## src/rtl/mdu_pkg_r0.sv

```systemverilog
// Shared definitions for the MIPS multiply/divide unit.
// Funct codes, FSM state encoding and funct classification helpers.
package mdu_pkg_r0;

    localparam logic [5:0] FUNCT_MFHI  = 6'h10;
    localparam logic [5:0] FUNCT_MTHI  = 6'h11;
    localparam logic [5:0] FUNCT_MFLO  = 6'h12;
    localparam logic [5:0] FUNCT_MTLO  = 6'h13;
    localparam logic [5:0] FUNCT_MULT  = 6'h18;
    localparam logic [5:0] FUNCT_MULTU = 6'h19;
    localparam logic [5:0] FUNCT_DIV   = 6'h1A;
    localparam logic [5:0] FUNCT_DIVU  = 6'h1B;

    typedef enum logic [1:0] {
        S_IDLE,
        S_MUL,
        S_DIV,
        S_FIX
    } mdu_state_e;

    function automatic logic is_mdu_funct(input logic [5:0] f);
        return (f[5:2] == 4'b0100) || (f[5:2] == 4'b0110);
    endfunction

    // 0x18..0x1B: bit1 selects divide, bit0 selects unsigned.
    function automatic logic is_muldiv(input logic [5:0] f);
        return f[5:2] == 4'b0110;
    endfunction

endpackage

```

## src/rtl/mdu_datapath_r0.sv

```systemverilog
// Shift-add multiply / restoring divide datapath with sign fixup.
// Ports: clk, rst (async low), load_i/div_i/sgn_i/a_i/b_i operand capture,
// step_mul_i/step_div_i iteration enables, hi_o/lo_o corrected results,
// mul_last_o early multiply completion (only with MDU_EARLY_TERM_EN).
module mdu_datapath_r0 #(
    parameter int W = 32
) (
    input  logic         clk,
    input  logic         rst,
    input  logic         load_i,
    input  logic         div_i,
    input  logic         sgn_i,
    input  logic [W-1:0] a_i,
    input  logic [W-1:0] b_i,
    input  logic         step_mul_i,
    input  logic         step_div_i,
    output logic [W-1:0] hi_o,
    output logic [W-1:0] lo_o,
    output logic         mul_last_o
);

    logic [2*W-1:0] acc_q, acc_d;
    logic [2*W-1:0] opa_q, opa_d;
    logic [W-1:0]   opb_q, opb_d;
    logic           neg_lo_q, neg_lo_d;
    logic           neg_hi_q, neg_hi_d;
    logic           div_q, div_d;

    logic           sa, sb;
    logic [W-1:0]   abs_a, abs_b;
    logic [W:0]     part, diff;
    logic           ge;
    logic [2*W-1:0] prod;
    logic [W-1:0]   quo, rem;

    assign sa    = sgn_i & a_i[W-1];
    assign sb    = sgn_i & b_i[W-1];
    assign abs_a = sa ? -a_i : a_i;
    assign abs_b = sb ? -b_i : b_i;

    // Remainder shifted left with the next dividend bit brought in.
    assign part = acc_q[2*W-1:W-1];
    assign diff = part - {1'b0, opa_q[W-1:0]};
    assign ge   = part >= {1'b0, opa_q[W-1:0]};

    always_comb begin
        acc_d    = acc_q;
        opa_d    = opa_q;
        opb_d    = opb_q;
        neg_lo_d = neg_lo_q;
        neg_hi_d = neg_hi_q;
        div_d    = div_q;
        if (load_i) begin
            div_d = div_i;
            opb_d = abs_b;
            opa_d = {{W{1'b0}}, abs_b};
            if (!div_i) begin
                acc_d    = '0;
                opa_d    = {{W{1'b0}}, abs_a};
                neg_lo_d = sa ^ sb;
                neg_hi_d = sa ^ sb;
            end else if (b_i == '0) begin
                // Quotient all ones; remainder re-signed back to rs.
                acc_d    = {abs_a, {W{1'b1}}};
                neg_lo_d = 1'b0;
                neg_hi_d = sa;
            end else begin
                acc_d    = {{W{1'b0}}, abs_a};
                neg_lo_d = sa ^ sb;
                neg_hi_d = sa;
            end
        end else if (step_mul_i) begin
            if (opb_q[0]) begin
                acc_d = acc_q + opa_q;
            end
            opa_d = opa_q << 1;
            opb_d = opb_q >> 1;
        end else if (step_div_i) begin
            acc_d = {ge ? diff[W-1:0] : part[W-1:0],
                     acc_q[W-2:0], ge};
        end
    end

    always_ff @(posedge clk or negedge rst) begin
        if (!rst) begin
            acc_q    <= '0;
            opa_q    <= '0;
            opb_q    <= '0;
            neg_lo_q <= 1'b0;
            neg_hi_q <= 1'b0;
            div_q    <= 1'b0;
        end else begin
            acc_q    <= acc_d;
            opa_q    <= opa_d;
            opb_q    <= opb_d;
            neg_lo_q <= neg_lo_d;
            neg_hi_q <= neg_hi_d;
            div_q    <= div_d;
        end
    end

    assign prod = neg_lo_q ? -acc_q : acc_q;
    assign quo  = neg_lo_q ? -acc_q[W-1:0] : acc_q[W-1:0];
    assign rem  = neg_hi_q ? -acc_q[2*W-1:W] : acc_q[2*W-1:W];
    assign hi_o = div_q ? rem : prod[2*W-1:W];
    assign lo_o = div_q ? quo : prod[W-1:0];

`ifdef MDU_EARLY_TERM_EN
    // No set multiplier bits left after this step.
    assign mul_last_o = opb_q[W-1:1] == '0;
`else
    assign mul_last_o = 1'b0;
`endif

endmodule

```

## src/rtl/mdu_controller_r0.sv

```systemverilog
// Iterative MIPS multiply/divide sequencer with HI/LO registers.
// Ports: clk, rst (async low), valid/funct/rs_data/rt_data instruction in,
// flush abort, busy/stall pipeline control, result MFHI/MFLO data, hi/lo.
// Option: MDU_EARLY_TERM_EN ends multiplies once the multiplier runs out.
module mdu_controller_r0
    import mdu_pkg_r0::*;
#(
    parameter int DATA_WIDTH  = 32,
    parameter int FUNCT_WIDTH = 6,
    parameter int CNT_WIDTH   = 6
) (
    input  logic                   clk,
    input  logic                   rst,
    input  logic                   valid,
    input  logic [FUNCT_WIDTH-1:0] funct,
    input  logic [DATA_WIDTH-1:0]  rs_data,
    input  logic [DATA_WIDTH-1:0]  rt_data,
    input  logic                   flush,
    output logic                   busy,
    output logic                   stall,
    output logic [DATA_WIDTH-1:0]  result,
    output logic [DATA_WIDTH-1:0]  hi,
    output logic [DATA_WIDTH-1:0]  lo
);

    localparam logic [CNT_WIDTH-1:0] CNT_LOAD =
        CNT_WIDTH'(DATA_WIDTH - 1);

    mdu_state_e            state_q, state_d;
    logic [CNT_WIDTH-1:0]  cnt_q, cnt_d;
    logic [DATA_WIDTH-1:0] hi_q, hi_d;
    logic [DATA_WIDTH-1:0] lo_q, lo_d;

    logic [5:0]            f6;
    logic                  load;
    logic                  mul_last, mul_done;
    logic [DATA_WIDTH-1:0] dp_hi, dp_lo;

    assign f6 = 6'(funct);

    mdu_datapath_r0 #(.W(DATA_WIDTH)) u_dp (
        .clk        (clk),
        .rst        (rst),
        .load_i     (load),
        .div_i      (f6[1]),
        .sgn_i      (~f6[0]),
        .a_i        (rs_data),
        .b_i        (rt_data),
        .step_mul_i (state_q == S_MUL),
        .step_div_i (state_q == S_DIV),
        .hi_o       (dp_hi),
        .lo_o       (dp_lo),
        .mul_last_o (mul_last)
    );

    assign mul_done = (cnt_q == '0) | mul_last;

    always_comb begin
        state_d = state_q;
        cnt_d   = cnt_q;
        hi_d    = hi_q;
        lo_d    = lo_q;
        load    = 1'b0;
        if (flush) begin
            state_d = S_IDLE;
            cnt_d   = '0;
        end else begin
            unique case (state_q)
                S_IDLE: begin
                    if (valid) begin
                        case (f6)
                            FUNCT_MTHI: hi_d = rs_data;
                            FUNCT_MTLO: lo_d = rs_data;
                            FUNCT_MULT, FUNCT_MULTU: begin
                                load    = 1'b1;
                                cnt_d   = CNT_LOAD;
                                state_d = S_MUL;
                            end
                            FUNCT_DIV, FUNCT_DIVU: begin
                                load    = 1'b1;
                                cnt_d   = CNT_LOAD;
                                state_d = (rt_data == '0) ?
                                          S_FIX : S_DIV;
                            end
                            default: ;
                        endcase
                    end
                end
                S_MUL: begin
                    cnt_d = cnt_q - 1'b1;
                    if (mul_done) begin
                        cnt_d   = '0;
                        state_d = S_FIX;
                    end
                end
                S_DIV: begin
                    cnt_d = cnt_q - 1'b1;
                    if (cnt_q == '0) begin
                        cnt_d   = '0;
                        state_d = S_FIX;
                    end
                end
                S_FIX: begin
                    hi_d    = dp_hi;
                    lo_d    = dp_lo;
                    cnt_d   = '0;
                    state_d = S_IDLE;
                end
            endcase
        end
    end

    always_ff @(posedge clk or negedge rst) begin
        if (!rst) begin
            state_q <= S_IDLE;
            cnt_q   <= '0;
            hi_q    <= '0;
            lo_q    <= '0;
        end else begin
            state_q <= state_d;
            cnt_q   <= cnt_d;
            hi_q    <= hi_d;
            lo_q    <= lo_d;
        end
    end

    assign busy  = state_q != S_IDLE;
    assign stall = valid & busy & is_mdu_funct(f6);
    assign hi    = hi_q;
    assign lo    = lo_q;

    always_comb begin
        result = '0;
        if (valid && f6 == FUNCT_MFHI) begin
            result = hi_q;
        end else if (valid && f6 == FUNCT_MFLO) begin
            result = lo_q;
        end
    end

    // Only the mul/div group is consumed by the datapath decode.
    logic unused_ok;
    assign unused_ok = is_muldiv(f6);

endmodule

```

## config.mk

```make
export PLATFORM = sky130hd
export DESIGN_NAME = mdu_controller_r0
export DESIGN_NICKNAME = d
export VERILOG_FILES = /design/src/rtl/mdu_pkg_r0.sv /design/src/rtl/mdu_datapath_r0.sv /design/src/rtl/mdu_controller_r0.sv
export SDC_FILE = /design/constraint.sdc
export NUM_CORES = 1
export LEC_CHECK = 0
export BUFFER_PORTS_ARGS = -buffer_cell sky130_fd_sc_hd__buf_2
export CAP_MARGIN = 10
export CORE_ASPECT_RATIO = 1.2
export CORE_MARGIN = 2
export CORE_UTILIZATION = 60
export DETAILED_ROUTE_END_ITERATION = 16
export GPL_TIMING_DRIVEN = 0
export PLACE_DENSITY = 0.82
export SYNTH_ARGS = -nofsm -noshare
export SYNTH_HDL_FRONTEND = slang
export SYNTH_HIERARCHICAL = 1
export SYNTH_SLANG_ARGS = --single-unit
```

## constraint.sdc

```tcl
create_clock -name clk -period 3.9 [get_ports clk]
set_input_delay 0.78 -clock clk [delete_from_list [all_inputs] [get_ports clk]]
set_output_delay 0.78 -clock clk [all_outputs]
set_load 0.02 [all_outputs]
```

Yosys cells after proc, flatten, opt, wreduce, memory -nomap -nowiden

Cells that the tools add are included.
W data, S select, Z words.

Flip-flop bits (word level): 235
Logic and storage cells: 111

Add/sub/neg operators: 8
$lt $le $gt $ge: 1
Eq/ne operators: 21
Muxes and demuxes: 45
Bitwise logic cells: 7
Reductions and logical operators: 19

Operators with widths:

| operator              | number |
|---|---|
| $mux W64              | 9 |
| $mux W32              | 16 |
| $neg A32 Y32          | 4 |
| $pmux W32 S2          | 2 |
| $add A64 B64 Y64      | 1 |
| $neg A64 Y64          | 1 |
| $eq A6 B5 Y1 const B  | 8 |
| $ge A33 B32 Y1        | 1 |
| $logic_not A32 Y1     | 1 |
| $sub A32 B32 Y32      | 1 |
| $mux W6               | 4 |
| $pmux W6 S3           | 1 |
| $ne A3 B3 Y1 const B  | 3 |
| $eq A4 B3 Y1 const B  | 2 |
| $mux W1               | 8 |
| $reduce_and A4 Y1     | 2 |
| $logic_not A6 Y1      | 1 |
| $mux W2               | 3 |
| $pmux W2 S3           | 1 |
| $reduce_bool A2 Y1    | 3 |
| $reduce_or A2 Y1      | 3 |
| $sub A6 B1 Y6 const B | 1 |
| $and A1 B1 Y1         | 4 |
| $eq A2 B2 Y1 const B  | 2 |
| 15 further kinds      | 19 |

Logic depth before layout (Yosys ltp)

Gate-level depths: netlist (run 1).

Depth after elaboration: 8
Mapped depth: 15

By module

The synthesis (run 1) kept the hierarchy.

Modules (own cells, without submodules):

| module            | times used | cells each | area each (um2) |
|---|---|---|---|
| mdu_datapath_r0   | 1          | 2,161      | 16,737.3 |
| mdu_controller_r0 | 1          | 365        | 4,110.2 |

Worst setup path before layout (run 1)

No wires, ideal clock.

Path kind: reg2reg
Start: register u_dp.acc_q[12]
End: register hi_q[30], in the netlist hi[30]
Setup time: 125 ps
Arrival: 3,246 ps
Required time: 3,775 ps
Setup slack: 529 ps
Stages on the path, launching flop included: 12
Path buffers: 0
Path through: dfrtp_1 > or4_4 > nor4_4 > nand3b_2 > or4_4 > nor3_2 > o21bai_1 > or3_4 > o41ai_2 > xnor2_1 > mux2_2 > mux2_2

Word-level cells in the longest chain between the ends: 4

Ends and longest elaborated chain:

| what                   | RTL line                 | text |
|---|---|---|
| start, declared        | mdu_datapath_r0.sv:22    | `logic [2*W-1:0] acc_q, acc_d;` |
| start signal, assigned | mdu_datapath_r0.sv:86    | `acc_q <= '0;` |
| start signal, assigned | mdu_datapath_r0.sv:93    | `acc_q <= acc_d;` |
| $neg A64 Y64           | mdu_datapath_r0.sv:102   | `assign prod = neg_lo_q ? -acc_q : acc_q;` |
| $mux W64               | mdu_datapath_r0.sv:102   |  |
| $mux W32               | mdu_datapath_r0.sv:105   | `assign hi_o = div_q ? rem : prod[2*W-1:W];` |
| net dp_hi[30]          | mdu_controller_r0.sv:37  | `logic [DATA_WIDTH-1:0] dp_hi, dp_lo;` |
| $pmux W32 S2           | mdu_controller_r0.sv:68  | `unique case (state_q)` |
| end signal, assigned   | mdu_controller_r0.sv:122 | `hi_q <= hi_d;` |
| end, declared          | mdu_controller_r0.sv:31  | `logic [DATA_WIDTH-1:0] hi_q, hi_d;` |

The timed path passes the listed nets, and every way through them passes these cells.
A chain may end at the register's enable or synchronous reset.

Worst setup path after layout (run 1)

Start: register u_dp.acc_q[20]
End: register u_dp.acc_q[58]

Word-level cells in the longest chain between the ends: 4

Ends and longest elaborated chain:

| what             | RTL line              | text |
|---|---|---|
| $add A64 B64 Y64 | mdu_datapath_r0.sv:74 | `acc_d = acc_q + opa_q;` |
| $mux W64         | mdu_datapath_r0.sv:73 | `if (opb_q[0]) begin` |
| $mux W64         | mdu_datapath_r0.sv:72 | `end else if (step_mul_i) begin` |
| $mux W64         | mdu_datapath_r0.sv:53 | `if (load_i) begin` |

No other way between the ends. The select of a mux whose other input is x is not followed.

==> results of run 1 <==
[per-stage QoR]
step	TNS, ns	cell area [sq um]	setup slack (ns)
after floorplan	0	20800	0.529
after global placement	-498.58	22300	-2.06
after detailed placement	-25.19	22300	-0.686
after CTS	-0.000751	23200	-0.000751
after global routing	-0.0280	23400	-0.0280
final	-0.0194	23400	-0.0194
[per-layer routing]
metal | up-vias | part of all wire (%) | GRT usage [%]
li1 | 9727 | - | -
met1 | 10617 | 35 | 58.2
met2 | 1790 | 42 | 74.7
met3 | 516 | 14 | 16.0
met4 | 2 | 9.2 | 37.3
met5 | - | 0.013 | 0
[flip-flops by register name, indices dropped and copies added, names as in the netlist]
register	cells
cnt_q	6
hi	32
lo	32
state_q	2
u_dp/acc_q	64
u_dp/div_q	1
u_dp/neg_hi_q	1
u_dp/neg_lo_q	1
u_dp/opa_q	64
u_dp/opb_q	32
[report_power, final]
part           internal [uW]  total, uW  leakage [uW]  switching [uW]
combinational           5410      14600       0.00659            9150
sequential              3420       5350       0.00278            1930
clock                   1410       2540      0.000407            1120
[layout make-up]
type,count,area (sq um)
Multi-Input combinational cell,2067,14300
Fill cell,2802,10800
Sequential cell,235,5890
Timing Repair Buffer,177,928
Clock buffer,36,748
Buffer,150,622
Tap cell,456,571
Inverter,65,249
Clock inverter,11,115
Antenna cell,2,5.00
[cells by family (layout without fill, tap and decap cells)]
group / after synthesis / count (layout) / share of synthesized area, %
AO/OA/AOI/OAI: 865 / 865 / 26.8
AND/OR/NAND/NOR: 703 / 703 / 16.4
flip-flops: 235 / 235 / 28.2
buffers and inverters: 224 / 439 / 4.17
XOR/XNOR: 204 / 204 / 8.57
multiplexers: 187 / 187 / 9.38
adder cells (fa/ha/maj): 107 / 107 / 6.49
other: 1 / 3 / 0.0180
[worst max-delay path: stages, from the launching register on]
cell and delay [ns]:
dfrtp_1 0.55, ha_1 0.36, buf_2 0.17, nand2_1 0.13
o21ai_1 0.20, nand2b_1 0.18, o221ai_1 0.30, o31ai_4 0.42
a31oi_4 0.18, o31a_1 0.34, o21ai_0 0.28, mux2_2 0.41
a31oi_2 0.26
[path summary, 6_finish.rpt]
kind	start	endpoint	slack, ns	depth (start not counted)
worst max register to register	u_dp/acc_q[20]	u_dp/acc_q[58]	-0.02	12
worst max-delay path	u_dp/acc_q[20]	u_dp/acc_q[58]	-0.02	12
min in group clk	u_dp/opb_q[31]	u_dp/opb_q[31]	0.49	1
worst min-delay path	rst	lo[2]	0.31	1
worst min register to register	u_dp/opb_q[31]	u_dp/opb_q[31]	0.49	1
max in group asynchronous	rst	u_dp/opa_q[59]	2.39	2
[synthesized netlist by cell type (19+ instances only)]
library cell	number
o31ai_1	27
a21o_1	63
a21oi_1	266
nor3_1	43
xnor2_1	118
o211ai_1	37
nor4_1	28
nand2b_1	20
nand3_1	32
buf_1	19
nor2b_1	29
nand4_1	32
inv_1	64
or3_1	35
mux2i_1	120
nand2_1	220
dfrtp_1	235
a211oi_1	41
a31oi_1	31
a22o_1	41
a221oi_1	19
mux2_2	66
ha_1	105
o21ai_0	195
clkbuf_1	121
nor2_1	189
xor2_1	86
[what timing repair did]
action	CTS	global route
hold endpoints to repair	0	0
resized for setup	23	46
setup endpoints to repair	95	122
buffers inserted	1	3
pin swaps	1	6
==> Implementation_results.wiki, run 1 <==
{| class="wikitable"
! Metric !! Value
|-
| Warnings, synthesis || 6
|-
| Starting utilization of the core area || 61.0%
|-
| Latest clock arrival within the worst-skew pair || 0.59 ns
|-
| Count of max-cap constraint violations || 1
|-
| Final Core Density || 68.5%
|-
| Non-filler instance count after layout || between 3000 and 4000
|-
| Share of the synthesized area in the top cell type || 28.2%
|-
| Class of the worst hold path || in2async
|-
| Cell leakage power || 0.00978 uW
|-
| Total via count in the routed design || 22652
|-
| Share of flip-flops with an asynchronous set or reset after synthesis || 100%
|-
| Violation count after the first detailed-route iteration || between 2000 and 3000
|-
| Worst-case hold slack || 0.306 ns
|-
| Die area || 0.0363 sq mm
|-
| I/O pin cnt || 172
|-
| Setup clock skew after layout || 0.0263 ns
|-
| Critical path arrival || roughly 4.4 ns
|-
| Standard-cell rows || 74
|-
| Post-synth top flop || dfrtp_1
|-
| Net count after synthesis || 2707
|-
| #FFs+latches synth || 235
|-
| PortBufs || 171
|-
| Highest-count cells in the layout ignoring fill and taps || 261 x a21oi_1, 229 x dfrtp_1, 220 x nand2_1, 192 x o21ai_0, 190 x buf_2
|-
| Post-Syn Instances || between 2000 and 3000
|-
| Number of optimization iterations in the first detailed-route pass || 7
|-
| Kind of end point of the critical path || flip-flop
|-
| Worst IR drop on VDD || 0.698 mV
|-
| Pin slew with the least headroom to its limit || ~1.5 ns
|-
| Total power after layout || 22500 uW
|-
| Highest clock rate || 255 MHz
|-
| Critical path peak fanout || 7
|-
| Area leader, netlist || dfrtp_1
|-
| Cell count after placement || ~3200
|-
| Aggregate global routing overflow || 0
|-
| Status || finished with violations
|-
| Number of flops mapped to enable cells by yosys || 0
|-
| Final weighted congestion of routability-driven global placement || about 1.1
|-
| Final setup violating endpoints || 1
|-
| Number of clock sinks || 235
|-
| Sequential fraction of the synthesis area || 28.2%
|-
| Most common library cell in the layout ignoring fill and taps || a21oi_1
|-
| Gr usage total || between 40% and 50%
|-
| Clk buf depth || 3
|-
| Number of CTS-inserted buffers || 26
|-
| Detailed Route WL || 91.5 mm
|-
| Via count of the first global-routing pass || between 20000 and 25000
|-
| Required time reported for the critical path endpoint || 4.36 ns
|-
| Start-to-end type of the worst setup path || reg2reg
|-
| Clock-pin slew on the worst setup and hold paths || 0.07 ns
|-
| Layout cell share with drive strength beyond 1 || 14.4%
|-
| Worst Setup Slack, final || -0.0194 ns
|-
| Layout Nets || 2903
|-
| Initial antenna violation count || 4
|-
| Die span in x || 174 um
|-
| Detailed-route wire length per cell || 28.6 um
|-
| Hold Fails Final Rpt || 0
|-
| DRC Markers || 0
|-
| Y dimension of the die || 208 um
|-
| Core ar. || 0.0342 sq mm
|-
| Worst-case headroom to the max-slew limit || -2.98%
|-
| Violated checks || capacitance limit, slew limit, setup timing
|-
| Hold Buf Count CTS || 0
|-
| Root buffer cell || clkbuf_16
|-
| Launching element type of the critical path || flip-flop
|-
| Crit path time final || approximately 3.9 ns
|-
| Global-route wire length before repair || 135 mm
|-
| Pwr/cell area || ~960 mW/mm^2
|-
| Slew Limit Fails || 4
|-
| Distinct cells, synth || 91
|-
| Hpwl dp || 71.1 mm
|-
| CTS tree || built
|-
| Tcrit/Tclk final || 100%
|-
| Largest net degree at the start of global routing || 125
|-
| Synthesis-to-finish area growth || 12.2%
|-
| Post-DR vias/cell || around 7
|-
| Top cells by area, synth || dfrtp_1 28%, a21oi_1 6.4%, ha_1 6.3%
|-
| Syn Area/Cell || 8.25 sq um
|-
| Post-DRT Antenna Nets || 0
|-
| Mapped Area || 0.0208 sq mm
|-
| Number of levels the H-tree was split into || 1
|}
(Power assumes the default switching activity.)
==> inputs of run 2 (changes only) <==
Settings changed: BUFFER_PORTS_ARGS -buffer_cell sky130_fd_sc_hd__buf_2 to -buffer_cell sky130_fd_sc_hd__buf_4.
==> run 2 against run 1 <==
The flow finishes with violations (setup timing); final cell count grew 0.88%; die area is the same; worst setup slack worse by 0.081 ns; hold slack lost 0.19 ns; combinational power increased by 3%; register-to-register slack worse by 0.08 ns; non-clock buffer count increased by 24; highest routed layer unchanged; via count grew 3.1%; largest cell class unchanged; final area grew 3.0%.
==> Implementation_results.wiki, run 2 (same netlist as run 1, synthesis figures left out) <==
{| class="wikitable"
! Metric !! Value
|-
| Layout cell share with drive strength beyond 1 || 15.2%
|-
| Area of combinational cells with multiple inputs || 0.0143 sq mm
|-
| Start-to-end type of the worst setup path || reg2reg
|-
| Root buffer cell || clkbuf_16
|-
| Number of CTS-inserted buffers || 28
|-
| Highest-count cells in the layout ignoring fill and taps || 261 x a21oi_1, 225 x dfrtp_1, 220 x nand2_1, 193 x buf_4, 191 x o21ai_0
|-
| Total via count in the routed design || approximately 23000
|-
| Slew Limit Fails || 0
|-
| Pin slew with the least headroom to its limit || 1.33 ns
|-
| Worst-case hold slack || roughly 0.12 ns
|-
| Count of max-cap constraint violations || 0
|-
| I/O pin cnt || approximately 170
|-
| DRC Markers || 0
|-
| Synthesis-to-finish area growth || 15.6%
|-
| Register area || 0.00589 sq mm
|-
| Detailed-route wire length per cell || between 20 and 30 um
|-
| Aggregate global routing overflow || 0
|-
| Setup total negative slack || -0.149 ns
|-
| Most common library cell in the layout ignoring fill and taps || a21oi_1
|-
| Die area || 0.0363 sq mm
|-
| Gate power share || 64.9%
|-
| RSZ-0062 raised after global routing || yes
|-
| Core ar. || between 0.03 and 0.04 sq mm
|-
| Crit path time final || 4.00 ns
|-
| Number of clock sinks || between 200 and 250
|-
| Hold Fails Final Rpt || 0
|-
| Layout Nets || 2929
|-
| Die span in x || 174 um
|-
| Worst IR drop on VDD || 0.802 mV
|-
| Detailed Route WL || 93.8 mm
|-
| Starting utilization of the core area || 61.0%
|-
| Kind of end point of the critical path || flip-flop
|-
| Standard-cell rows || 74
|-
| Final weighted congestion of routability-driven global placement || 1.10
|-
| PortBufs || about 170
|-
| Highest clock rate || ~250 MHz
|-
| Largest net degree at the start of global routing || 89
|-
| Largest registers in the final layout || u_dp/acc_q x64, u_dp/opa_q x64
|-
| CTS tree || built
|-
| Clk buf depth || 3
|-
| Setup clock skew after layout || 0.0240 ns
|-
| Cell leakage power || 0.0101 uW
|-
| Critical path arrival || 4.51 ns
|-
| Flop2flop setup slack || -0.10 ns
|-
| Initial antenna violation count || 3
|-
| Switching Fraction || 54.0%
|-
| Hold Buf Count CTS || 0
|-
| Path depth of the worst reg2reg path || 11
|-
| Worst-case headroom to the max-slew limit || 10.8%
|-
| Tcrit/Tclk final || 103%
|-
| Clock-pin slew on the worst setup and hold paths || 0.07 ns
|-
| Status || finished with violations
|-
| Latest clock arrival within the worst-skew pair || around 0.60 ns
|-
| Post-DR vias/cell || 7.24
|-
| Critical path peak fanout || 10
|-
| Via count of the first global-routing pass || 22042
|-
| Switching power || between 10000 and 15000 uW
|-
| Gr usage total || 50.2%
|-
| Y dimension of the die || 208 um
|-
| Violation count after the first detailed-route iteration || 3310
|-
| Class of the worst hold path || in2async
|-
| Required time reported for the critical path endpoint || 4.41 ns
|-
| Global-route wire length before repair || 137 mm
|-
| Post-DRT Antenna Nets || 0
|-
| Pwr/cell area || approximately 960 mW/mm^2
|-
| Register share of total power || 23.3%
|-
| Worst Setup Slack, final || -0.100 ns
|-
| Power Internal || 10600 uW
|-
| Number of levels the H-tree was split into || 1
|-
| Relative contribution of the clock network to total power || 11.8%
|-
| Violated checks || setup timing
|-
| Hpwl dp || 71.6 mm
|-
| Launching element type of the critical path || flip-flop
|-
| Final setup violating endpoints || 3
|-
| Number of optimization iterations in the first detailed-route pass || 9
|-
| Fill cell count || 2625
|}
## run 2: changes by cell type in the layout (fill, tap and decap cells not counted), moves of 3 or more
cell        delta
clkinvlp_4     -3
dfrtp_1        -4
buf_2        -168
clkinv_2       +4
dfrtp_2        +4
clkbuf_1       +5
buf_4        +187
## run 2: critical path: stages (launching register included)
cell,delay [ns]
dfrtp_1,0.41
inv_1,0.09
ha_1,0.26
inv_1,0.15
nor2_1,0.13
and2_1,0.30
clkbuf_2,0.29
nor2_1,0.31
clkbuf_1,0.59
clkbuf_1,0.84
a21oi_1,0.29
a21oi_1,0.22
## run 2: final timing paths
kind | end | startpoint
min in group clk | u_dp/opb_q[0] | rt_data[0]
max in group asynchronous | u_dp/acc_q[55] | rst
hold / removal | hi[10] | rst
setup / recovery | u_dp/acc_q[42] | state_q[0]
setup reg to reg | u_dp/acc_q[42] | state_q[0]
hold reg to reg | u_dp/opb_q[31] | u_dp/opb_q[31]
## run 2: final cells by class
| class | count | area share, % |
|---|---|---|
| antenna | 2 | 0.0208 |
| buffer | 155 | 2.63 |
| clock buffer | 37 | 3.26 |
| clock inverter | 14 | 0.613 |
| inverter | 65 | 1.03 |
| multi-input combinational | 2067 | 59.3 |
| sequential | 235 | 24.5 |
| tap | 456 | 2.37 |
| timing repair buffer | 196 | 6.35 |
## run 2: power by group through the flow
stage | combinational (uW) | sequential (uW) | clock (uW)
6_report | 15000 | 5400 | 2720
2_1_floorplan | 9600 | 4630 | 0
4_1_cts | 14000 | 5180 | 2690
3_3_place_gp | 13600 | 5140 | 0
5_1_grt | 15900 | 5380 | 2790
3_5_place_dp | 13800 | 5200 | 0
## run 2: per-layer routing
layer	GRT usage, %	wire, um	vias up
li1	-	-	9785
met1	57.7	31600	10892
met2	75.9	39500	2046
met3	17.8	13200	626
met4	39.4	9480	4
met5	0	55	-
## run 2: per-stage QoR
step	worst slack (ns)	util [%]	total power (uW)	cell area, sq um	cells
global placement	-0.528	66.4	18700	22700	3153
floorplan	0.529	-	14200	20800	2526
detailed placement	-0.547	66.6	19000	22800	3156
finish	-0.100	70.5	23100	24100	3227
CTS	0.000264	69.6	21900	23800	3208
global route	-0.0184	70.5	24100	24100	3225
## run 2: what timing repair did
item,in CTS,in global routing
setup buffers,1,21
pin swaps,1,13
resized for setup,25,44
gates cloned,0,0
setup endpoints to repair,100,96
